### src/rtl/fib_seq_pkg.sv
// Shared definitions for the Fibonacci-class sequence generator.
package fib_seq_pkg;

  // Run state of the generator.
  typedef enum logic {
    IDLE = 1'b0,
    RUN  = 1'b1
  } fib_state_t;

  // Default term width and term-count/index width.
  localparam int FIB_WIDTH = 32;
  localparam int FIB_CNT_W = 16;

endpackage

### src/rtl/fibonacci_seq_gen.sv
// Fibonacci-class sequence generator: emits t0=seed0, t1=seed1,
// t(k)=t(k-1)+t(k-2) over a valid/ready stream, with overflow detection and
// either stop-at-overflow or modulo-2^WIDTH wrap behaviour.
//
// Stream handshake: a term transfers on a rising clk edge where
// out_valid & out_ready are both 1. out_valid is driven purely from registered
// state and never depends on out_ready; while out_valid=1 and out_ready=0,
// value, term_idx and last hold steady until the transfer happens.
module fibonacci_seq_gen
  import fib_seq_pkg::*;
#(
  parameter int WIDTH = FIB_WIDTH,
  parameter int CNT_W = FIB_CNT_W
) (
  input  logic             clk,
  input  logic             rst,
  input  logic             start,
  input  logic [WIDTH-1:0] seed0,
  input  logic [WIDTH-1:0] seed1,
  input  logic [CNT_W-1:0] num_terms,
  input  logic             wrap_en,
  output logic             out_valid,
  input  logic             out_ready,
  output logic [WIDTH-1:0] value,
  output logic [CNT_W-1:0] term_idx,
  output logic             last,
  output logic             overflow,
  output logic             busy,
  output logic             done,
  output fib_state_t       state_dbg
);

  fib_state_t       state, state_nxt;
  logic [WIDTH-1:0] a;        // current term (what is on value)
  logic [WIDTH-1:0] b;        // next term
  logic             b_ovf;    // some sum in this run has carried out
  logic             wrap_q;   // wrap mode latched at start
  logic [CNT_W-1:0] rem;      // terms still to emit, including the current one
  logic             load;     // accepted start
  logic             hs;       // stream transfer this cycle
  logic             fin;      // transfer of the final term
  logic [WIDTH:0]   sum;      // a+b with carry-out in the top bit

  assign sum       = {1'b0, a} + {1'b0, b};
  assign out_valid = (state == RUN);
  assign busy      = (state == RUN);
  assign value     = a;
  assign state_dbg = state;
  // Final term: count exhausted, or a carry happened and we are not wrapping.
  assign last      = (state == RUN) && ((rem == CNT_W'(1)) || (b_ovf && !wrap_q));

  // State register.
  always_ff @(posedge clk or posedge rst) begin
    if (rst) state <= IDLE;
    else     state <= state_nxt;
  end

  // Next-state decode plus the load / transfer / finish strobes.
  always_comb begin
    state_nxt = state;
    load      = 1'b0;
    hs        = 1'b0;
    fin       = 1'b0;
    case (state)
      IDLE: begin
        if (start && (num_terms != '0)) begin
          load      = 1'b1;
          state_nxt = RUN;
        end
      end
      RUN: begin
        if (out_ready) begin
          hs = 1'b1;
          if (last) begin
            fin       = 1'b1;
            state_nxt = IDLE;
          end
        end
      end
      default: state_nxt = IDLE;
    endcase
  end

  // Datapath: seed load, term advance, overflow tracking and done pulse.
  always_ff @(posedge clk or posedge rst) begin
    if (rst) begin
      a        <= '0;
      b        <= '0;
      b_ovf    <= 1'b0;
      wrap_q   <= 1'b0;
      rem      <= '0;
      term_idx <= '0;
      overflow <= 1'b0;
      done     <= 1'b0;
    end else begin
      done <= fin;
      if (load) begin
        a        <= seed0;
        b        <= seed1;
        b_ovf    <= 1'b0;
        wrap_q   <= wrap_en;
        rem      <= num_terms;
        term_idx <= '0;
        overflow <= 1'b0;
      end else if (hs) begin
        b_ovf <= b_ovf | sum[WIDTH];
        if (sum[WIDTH]) overflow <= 1'b1;
        // The final term stays on value/term_idx once the run ends.
        if (!fin) begin
          a        <= b;
          b        <= sum[WIDTH-1:0];
          term_idx <= term_idx + CNT_W'(1);
          rem      <= rem - CNT_W'(1);
        end
      end
    end
  end

endmodule

### config.mk
export PLATFORM = sky130hd
export DESIGN_NAME = fibonacci_seq_gen
export DESIGN_NICKNAME = d
export VERILOG_FILES = /design/src/rtl/fib_seq_pkg.sv /design/src/rtl/fibonacci_seq_gen.sv
export SDC_FILE = /design/constraint.sdc
export NUM_CORES = 1
export LEC_CHECK = 0
export CAP_MARGIN = 20
export CORE_UTILIZATION = 56
export CTS_CLUSTER_SIZE = 40
export DETAILED_ROUTE_END_ITERATION = 8
export MAX_ROUTING_LAYER = met4
export PLACE_DENSITY_LB_ADDON = 0.1
export REMOVE_ABC_BUFFERS = 1
export SYNTH_ARGS = -nofsm -noshare
export SYNTH_HDL_FRONTEND = slang
export SYNTH_SLANG_ARGS = --single-unit
### constraint.sdc
create_clock -name clk -period 8.07 [get_ports clk]
set_input_delay 1.614 -clock clk [delete_from_list [all_inputs] [get_ports clk]]
set_output_delay 1.614 -clock clk [all_outputs]
set_load 0.02 [all_outputs]
==> results.tsv, run 1 <==
metric	value	unit
run status	completed	
number of nets still failing antenna checks after routing	0	
Synth Flop Type	sky130_fd_sc_hd__dfrtp_1	
gr ovfl total	0	
Finished Cell Area	8260	sq um
antenna cells	0	
final clock period utilization by the worst path	0.559	
GRT Total Usage	0.315	
depth of the worst hold-timing path	2	
clock root buffer master	sky130_fd_sc_hd__clkbuf_16	
area delta synth->final	27.9	%
Die Width	109	um
count of maximum capacitance violations	0	
last weighted congestion value of the routability-driven placer	0.937	
number of buffers added on ports	138	
worst hold path class	register to register	
crit path max fanout	40	
part of the power in the clock network	0.126	
residual DRC count	0	
total number of nets in the final design	1027	
detailed-router iteration count before antenna repair	5	
clock period minus worst slack	4.51	ns
post-place instance area	7900	sq um
P_sw	1.82	mW
proportion of synthesized flip-flops having asynchronous set or reset	1.00	
RSZ-0062 raised after global routing	false	
count of flip-flops with a built-in enable after synthesis	0	
per-cell routed wire length	16.5	um
final hold slack	0.496	ns
starting density of the core	0.586	
post-DR vias/cell	6.01	
wirelength, routed	17300	um
final total power	3.88	mW
Setup Viol. Count Final	0	
endpoint of the most critical setup path	term_idx[14]	
post-synthesis sequential area ratio	0.391	
endpoint class of the critical path	register	
Die Y-Extent	109	um
largest clock skew in the final design	0.00845	ns
number of distinct standard cells referenced by the synthesized netlist	54	
count of synthesis-stage warnings from yosys	0	
Achievable Freq	0.222	GHz
die area	12000	sq um
Final Max Slew Viols	0	
#FFs+latches synth	101	
number of global-route vias before repair	6155	
pin count of the biggest net entering global routing	80	
part of the power in combinational logic	0.627	
sequential cell fraction of total power	0.247	
Setup TNS	0	ns
arrival time of the worst setup path	4.79	ns
type of origin of the critical path	input port	
CTS tree	yes	
end of the worst register-to-register path	term_idx[14]	
hold violation count in the final report	0	
global-route wire length before repair	28900	um
area of the placeable core	11000	sq um
critical path start-end classification	input port to register	
switch share	0.470	
Inserted Clock Buffers	9	
static leakage power	3.47	nW
number of cells on the worst reg-to-reg path	8	
count of vias placed by the detailed router	6312	
register-to-register path setup slack	4.76	ns
ports placed on the boundary	139	
internal power	2.06	mW
final core occ	0.749	
data required time of the worst path	8.35	ns
actual transition at the worst max-transition pin	0.788	ns
# Post-CTS Setup Buffers	0	
number of antenna violations at the first check in global routing	0	
layout cell share with drive strength beyond 1	0.0384	
worst slew margin relative to its limit	0.475	
CTS H-tree lvls	3	
clock sink count	101	
Avg Cell Area, Syn	8.18	sq um
largest vdd supply drop	321	uV
insertion delay to the later sink of the worst-skew pair	0.36	ns
number of cells upsized or downsized after cts	0	
buffer levels on the longest clock path	2	
post-synthesis instance area	6460	sq um
P per Cell Area	469	nW/um^2
origin of the worst setup path	start	
total number of placement rows	38	
number of design-rule violations left by the first detailed-router iteration	471	
count of hold buffers inserted by post-cts repair	0	
Post-Syn Instances	790	
clock-pin slew reported for the worst setup and hold paths after clock tree synthesis	0.07	ns
Worst R2R Start	busy	
Detail Placement HPWL	12300	um
metal layers:
| metal | wire length [um] | track usage |
|---|---|---|
| met1 | 7650 | 0.400 |
| met2 | 8570 | 0.514 |
| met3 | 851 | 0.0664 |
| met4 | 280 | 0.0790 |
| met5 | 0 | - |
through the flow:
stage / worst slack, ns / cells
after floorplan: 3.38 / 750
after CTS: 3.60 / 1050
final: 3.56 / 1051
after global routing: 3.37 / 1051
after detailed placement: 3.23 / 1034
after global placement: 3.34 / 1034
cells in the mapped netlist, types with 9 or more instances:
master	n	area [sq um]
sky130_fd_sc_hd__ha_1	35	438
sky130_fd_sc_hd__dfrtp_1	101	2530
sky130_fd_sc_hd__a21oi_1	65	325
sky130_fd_sc_hd__nand4_1	13	81.3
sky130_fd_sc_hd__nand3_1	12	60.1
sky130_fd_sc_hd__xnor2_1	21	184
sky130_fd_sc_hd__clkbuf_1	29	109
sky130_fd_sc_hd__a31oi_1	44	275
sky130_fd_sc_hd__xor2_1	25	219
sky130_fd_sc_hd__inv_1	16	60.1
sky130_fd_sc_hd__o21ai_0	61	305
sky130_fd_sc_hd__nor2_1	86	323
sky130_fd_sc_hd__nand2_1	147	552
sky130_fd_sc_hd__nor3_1	12	60.1
sky130_fd_sc_hd__a22oi_1	9	67.6
cells by family after synthesis:
family,after synthesis,share of synthesized area
xor+xnor,46,0.0624
mux,2,0.00310
simple gates,312,0.212
compound gates,237,0.224
buf+inv,56,0.0364
flops,101,0.391
fa+ha+maj,36,0.0709
critical path: stages:
cell	delay [ns]
sky130_fd_sc_hd__clkdlybuf4s50_1	0.45
sky130_fd_sc_hd__nor2b_1	0.26
sky130_fd_sc_hd__and2_2	0.62
sky130_fd_sc_hd__buf_4	0.50
sky130_fd_sc_hd__nor2_1	0.09
sky130_fd_sc_hd__buf_4	0.23
sky130_fd_sc_hd__or3_1	0.45
sky130_fd_sc_hd__or3_1	0.37
sky130_fd_sc_hd__a21oi_1	0.16
how the worst min path moves through the flow:
stage,start,endpoint
after floorplan,wrap_q,wrap_q
after global placement,wrap_q,wrap_q
after detailed placement,wrap_q,wrap_q
after CTS,wrap_q,wrap_q
after global routing,wrap_q,wrap_q
final,wrap_q,wrap_q
power groups by stage:
| stage | Combinational, mW | Clock [mW] | Sequential [mW] |
|---|---|---|---|
| final | 2.43 | 0.488 | 0.959 |
| after global routing | 2.70 | 0.517 | 0.988 |
| after CTS | 2.41 | 0.495 | 0.955 |
| after detailed placement | 2.39 | 0 | 0.961 |
| after global placement | 2.31 | 0 | 0.949 |
| after floorplan | 1.63 | 0 | 1.03 |
placed cells by master, fill, tap and decap left out, types with 3 or more instances in the layout:
cell,instances
sky130_fd_sc_hd__nand2_1,146
sky130_fd_sc_hd__clkdlybuf4s50_1,138
sky130_fd_sc_hd__dfrtp_1,101
sky130_fd_sc_hd__nor2_1,86
sky130_fd_sc_hd__a21oi_1,65
sky130_fd_sc_hd__o21ai_0,61
sky130_fd_sc_hd__a31oi_1,44
sky130_fd_sc_hd__ha_1,35
sky130_fd_sc_hd__xor2_1,25
sky130_fd_sc_hd__xnor2_1,21
sky130_fd_sc_hd__inv_1,15
sky130_fd_sc_hd__nand4_1,13
sky130_fd_sc_hd__nor3_1,12
sky130_fd_sc_hd__nand3_1,11
sky130_fd_sc_hd__a22oi_1,9
sky130_fd_sc_hd__clkbuf_16,9
sky130_fd_sc_hd__nor4_1,8
sky130_fd_sc_hd__or3_1,8
sky130_fd_sc_hd__a21o_1,8
sky130_fd_sc_hd__o211ai_1,7
sky130_fd_sc_hd__o21bai_1,7
sky130_fd_sc_hd__o21a_1,6
sky130_fd_sc_hd__and3_1,6
sky130_fd_sc_hd__buf_4,6
sky130_fd_sc_hd__nor2b_1,5
sky130_fd_sc_hd__a211oi_1,5
sky130_fd_sc_hd__nand2b_1,4
sky130_fd_sc_hd__clkinvlp_4,3
flip-flops by register name (all words and copies together), names as in the netlist:
| signal | cells |
|---|---|
| b | 32 |
| value | 32 |
| rem | 16 |
| term_idx | 16 |
| b_ovf | 1 |
| busy | 1 |
| done | 1 |
| overflow | 1 |
| wrap_q | 1 |
layout make-up:
type	instances	area [sq um]
repair buffers	145	1450
flip-flops and latches	101	2530
fillers	871	2770
multi-input cells	633	3710
clock inverters	5	82.6
inverters	16	62.6
clock buffers	11	253
well taps	140	175
No activity file was read; power rests on OpenSTA's default activity.
==> run 2: changes to the inputs <==
CORE_UTILIZATION = 52   (was 56)
clock period = 4.5 ns   (was 8.07 ns; I/O delays follow)
==> results.tsv, run 2 (synthesized netlist as in run 1, its figures left out) <==
metric	value	unit
wirelength, routed	17300	um
Inserted Clock Buffers	9	
CTS tree	yes	
insertion delay to the later sink of the worst-skew pair	0.35	ns
crit path max fanout	6	
run status	completed	
Worst R2R Start	busy	
Filler Cells Inserted	1015	
area delta synth->final	27.7	%
starting density of the core	0.536	
origin of the worst setup path	rem[4]	
clock sink count	101	
area of the placeable core	12100	sq um
data required time of the worst path	3.60	ns
final clock period utilization by the worst path	0.752	
static leakage power	3.46	nW
clock period minus worst slack	3.38	ns
number of global-route vias before repair	5963	
P per Cell Area	834	nW/um^2
gr ovfl total	0	
register-to-register path setup slack	1.68	ns
ports placed on the boundary	139	
largest vdd supply drop	426	uV
pin count of the biggest net entering global routing	65	
Finished Cell Area	8250	sq um
number of cells on the worst reg-to-reg path	6	
GRT Total Usage	0.289	
Final Max Slew Viols	0	
clock-pin slew reported for the worst setup and hold paths after clock tree synthesis	0.07	ns
# Post-CTS Setup Buffers	0	
type of origin of the critical path	register	
total number of nets in the final design	1029	
post-place instance area	7960	sq um
number of design-rule violations left by the first detailed-router iteration	454	
commonest non-fill, non-tap cells in the layout	sky130_fd_sc_hd__nand2_1 (146), sky130_fd_sc_hd__clkdlybuf4s50_1 (138), sky130_fd_sc_hd__dfrtp_1 (101)	
Hold Crit Start	b_ovf	
final hold slack	0.491	ns
hold violation count in the final report	0	
clock root buffer master	sky130_fd_sc_hd__clkbuf_16	
antenna cells	0	
die area	12900	sq um
Achievable Freq	0.296	GHz
CTS H-tree lvls	3	
RSZ-0062 raised after global routing	false	
count of maximum capacitance violations	0	
last weighted congestion value of the routability-driven placer	0.904	
Setup Viol. Count Final	0	
total number of placement rows	40	
number of cells upsized or downsized after cts	0	
per-cell routed wire length	16.0	um
actual transition at the worst max-transition pin	0.732	ns
number of nets still failing antenna checks after routing	0	
critical path start-end classification	register to output pin	
residual DRC count	0	
count of vias placed by the detailed router	6237	
post-DR vias/cell	5.77	
commonest non-fill, non-tap cell in the layout	sky130_fd_sc_hd__nand2_1	
number of antenna violations at the first check in global routing	0	
number of buffers added on ports	138	
Die Width	113	um
Setup TNS	0	ns
detailed-router iteration count before antenna repair	5	
buffer levels on the longest clock path	2	
endpoint of the most critical setup path	last	
layout cell share with drive strength beyond 1	0.0383	
worst slew margin relative to its limit	0.512	
worst hold path class	register to register	
count of hold buffers inserted by post-cts repair	0	
Die Y-Extent	113	um
end of the worst register-to-register path	term_idx[14]	
endpoint class of the critical path	output pin	
largest clock skew in the final design	0.00574	ns
Detail Placement HPWL	12500	um
arrival time of the worst setup path	2.48	ns
global-route wire length before repair	29000	um
## run 2: cell count changes in the layout (fill, tap and decap cells not counted), sizes merged
cell / previous run / this run
clkbuf: 11 / 12
buf: 7 / 9
bufinv: 2 / 1
clkinvlp: 3 / 1
clkinv: 0 / 2
## run 2: routing by layer
metal	global-route usage	part of all wire	vias to the layer above
li1	-	-	3051
met1	0.387	0.48	2999
met2	0.457	0.47	168
met3	0.0393	0.043	19
met4	0.0860	0.012	0
met5	-	0	-
## run 2: report_power, final
part	switching, mW	internal [mW]
clock network	0.347	0.445
registers	0.396	1.32
logic	2.52	1.86
## run 2: final cells by class
class,count,area (sq um),area share
sequential,101,2530,0.306
clock buffer,12,246,0.0299
tap,168,210,0.0255
inverter,16,62.6,0.00758
clock inverter,4,47.5,0.00576
timing repair buffer,147,1450,0.176
multi-input combinational,633,3710,0.449
## run 2: worst max-delay path, cell delays in order, from the launching register on
cell	delay, ns
sky130_fd_sc_hd__dfrtp_1	0.47
sky130_fd_sc_hd__nor4_4	0.40
sky130_fd_sc_hd__nand4_2	0.25
sky130_fd_sc_hd__o21a_1	0.28
sky130_fd_sc_hd__nor2b_1	0.13
sky130_fd_sc_hd__clkdlybuf4s50_1	0.61
## run 2: how the worst min path moves through the flow
stage / endpoint / slack, ns / depth (start not counted)
CTS: b_ovf / 0.49 / 1
floorplan: wrap_q / 0.44 / 2
detailed placement: b_ovf / 0.48 / 1
global route: overflow / 0.53 / 1
finish: b_ovf / 0.49 / 1
global placement: wrap_q / 0.45 / 2
## run 2: per-stage QoR
step | power [mW] | cells | util | worst slack [ns]
after floorplan | 4.77 | 750 | - | 0.528
after global placement | 5.90 | 1065 | 0.660 | 0.976
after detailed placement | 6.03 | 1065 | 0.660 | 0.862
after CTS | 6.86 | 1081 | 0.684 | 1.13
after global routing | 7.49 | 1081 | 0.684 | 1.02
final | 6.89 | 1081 | 0.684 | 1.12
==> run 3: changes to the inputs <==
clock period = 3.42 ns   (was 4.5 ns; I/O delays follow)
==> results.tsv, run 3 (synthesized netlist as in run 1, its figures left out) <==
metric	value	unit
run status	completed	
Setup Viol. Count Final	0	
Achievable Freq	0.318	GHz
critical path's top delay family	simple AND/OR/NAND/NOR gates	
clock period minus worst slack	3.15	ns
number of buffers added on ports	138	
slowest stage delay, CP	0.60	ns
count of vias placed by the detailed router	6278	
CTS H-tree lvls	3	
global-route wire length before repair	28800	um
Cell Count Post-Placement	1067	
ports placed on the boundary	139	
area of the placeable core	12100	sq um
largest vdd supply drop	592	uV
actual transition at the worst max-transition pin	0.667	ns
number of cells on the worst reg-to-reg path	10	
count of hold buffers inserted by post-cts repair	0	
clock sink count	101	
Worst R2R Start	b[0]	
depth of the worst hold-timing path	2	
residual DRC count	0	
die area	12900	sq um
Detail Placement HPWL	12500	um
Final Max Slew Viols	0	
per-cell routed wire length	15.9	um
number of global-route vias before repair	6027	
number of design-rule violations left by the first detailed-router iteration	602	
CTS tree	yes	
worst hold endpoint	wrap_q	
Inserted Clock Buffers	9	
# Post-CTS Setup Buffers	0	
count of maximum capacitance violations	0	
area delta synth->final	29.1	%
Die Y-Extent	113	um
slowest stage cell on the critical path	sky130_fd_sc_hd__clkdlybuf4s50_1	
insertion delay to the later sink of the worst-skew pair	0.35	ns
register-to-register path setup slack	0.56	ns
antenna cells	0	
largest clock skew in the final design	0.00775	ns
total number of placement rows	40	
worst slew margin relative to its limit	0.550	
number of standard cells in the final layout excluding fillers	1083	
detailed-router iteration count before antenna repair	5	
critical path start-end classification	register to output pin	
data required time of the worst path	2.74	ns
RSZ-0062 raised after global routing	false	
number of antenna violations at the first check in global routing	0	
static leakage power	3.49	nW
number of cells upsized or downsized after cts	0	
type of origin of the critical path	register	
Setup TNS	0	ns
commonest non-fill, non-tap cells in the layout	sky130_fd_sc_hd__nand2_1 (146), sky130_fd_sc_hd__clkdlybuf4s50_1 (138), sky130_fd_sc_hd__dfrtp_1 (101)	
final total power	9.19	mW
P per Cell Area	1100	nW/um^2
post-DR vias/cell	5.80	
Die Width	113	um
crit path max fanout	6	
wirelength, routed	17200	um
final clock period utilization by the worst path	0.921	
cell chain of the critical path	nor4_4, nand4_2, o21a_1, nor2b_1, clkdlybuf4s50_1	
total number of nets in the final design	1031	
starting density of the core	0.536	
commonest non-fill, non-tap cell in the layout	sky130_fd_sc_hd__nand2_1	
Hold Crit Start	wrap_q	
endpoint class of the critical path	output pin	
layout cell share with drive strength beyond 1	0.0404	
clock-pin slew reported for the worst setup and hold paths after clock tree synthesis	0.07	ns
gr ovfl total	0	
Buf+Inv Stages, Crit Path	1	
last weighted congestion value of the routability-driven placer	0.914	
pin count of the biggest net entering global routing	56	
GRT Total Usage	0.288	
worst hold path class	register to register	
end of the worst register-to-register path	overflow	
number of nets still failing antenna checks after routing	0	
hold violation count in the final report	0	
arrival time of the worst setup path	2.46	ns
buffer levels on the longest clock path	2	
clock root buffer master	sky130_fd_sc_hd__clkbuf_16	
-- run 3: stage by stage --
step / hold slack (ns) / area (sq um) / setup slack, ns / utilization
after floorplan: 0.437 / 6290 / -0.370 / -
after global placement: 0.453 / 8020 / 0.377 / 0.665
after detailed placement: 0.478 / 8020 / 0.289 / 0.665
after CTS: 0.494 / 8340 / 0.270 / 0.691
after global routing: 0.534 / 8340 / 0.185 / 0.691
final: 0.489 / 8340 / 0.272 / 0.691
-- run 3: area by class of cell --
type | instances | area [sq um]
fillers | 1008 | 3720
multi-input cells | 633 | 3710
flip-flops and latches | 101 | 2530
repair buffers | 149 | 1510
clock buffers | 11 | 233
well taps | 168 | 210
clock inverters | 5 | 83.8
inverters | 16 | 62.6
-- run 3: power breakdown --
part	internal (mW)	switching [mW]
Clock	0.645	0.465
Combinational	2.48	3.34
Sequential	1.74	0.517
-- run 3: routing by layer --
layer / vias up / track usage / part of all wire
met4: 0 / 0.0807 / 0.014
met5: - / - / 0
met1: 2991 / 0.381 / 0.45
li1: 3046 / - / -
met2: 216 / 0.449 / 0.48
met3: 25 / 0.0579 / 0.056
-- run 3: how the worst max path moves through the flow --
stage | from | endpoint | depth (start not counted)
4_1_cts | rem[4] | last | 5
5_1_grt | rem[4] | last | 5
3_3_place_gp | start | term_idx[12] | 7
2_1_floorplan | busy | term_idx[12] | 6
3_5_place_dp | start | term_idx[14] | 7
6_report | rem[4] | last | 5
-- run 3: worst register-to-register path, stage by stage, from the launching register on --
cell                       delay, ns
sky130_fd_sc_hd__dfrtp_1        0.40
sky130_fd_sc_hd__ha_1           0.24
sky130_fd_sc_hd__fa_1           0.42
sky130_fd_sc_hd__a21oi_1        0.19
sky130_fd_sc_hd__o21ai_0        0.15
sky130_fd_sc_hd__a31oi_1        0.41
sky130_fd_sc_hd__o211ai_1       0.24
sky130_fd_sc_hd__nand3_1        0.16
sky130_fd_sc_hd__o31ai_1        0.13
sky130_fd_sc_hd__a32o_1         0.25
sky130_fd_sc_hd__o21a_1         0.17
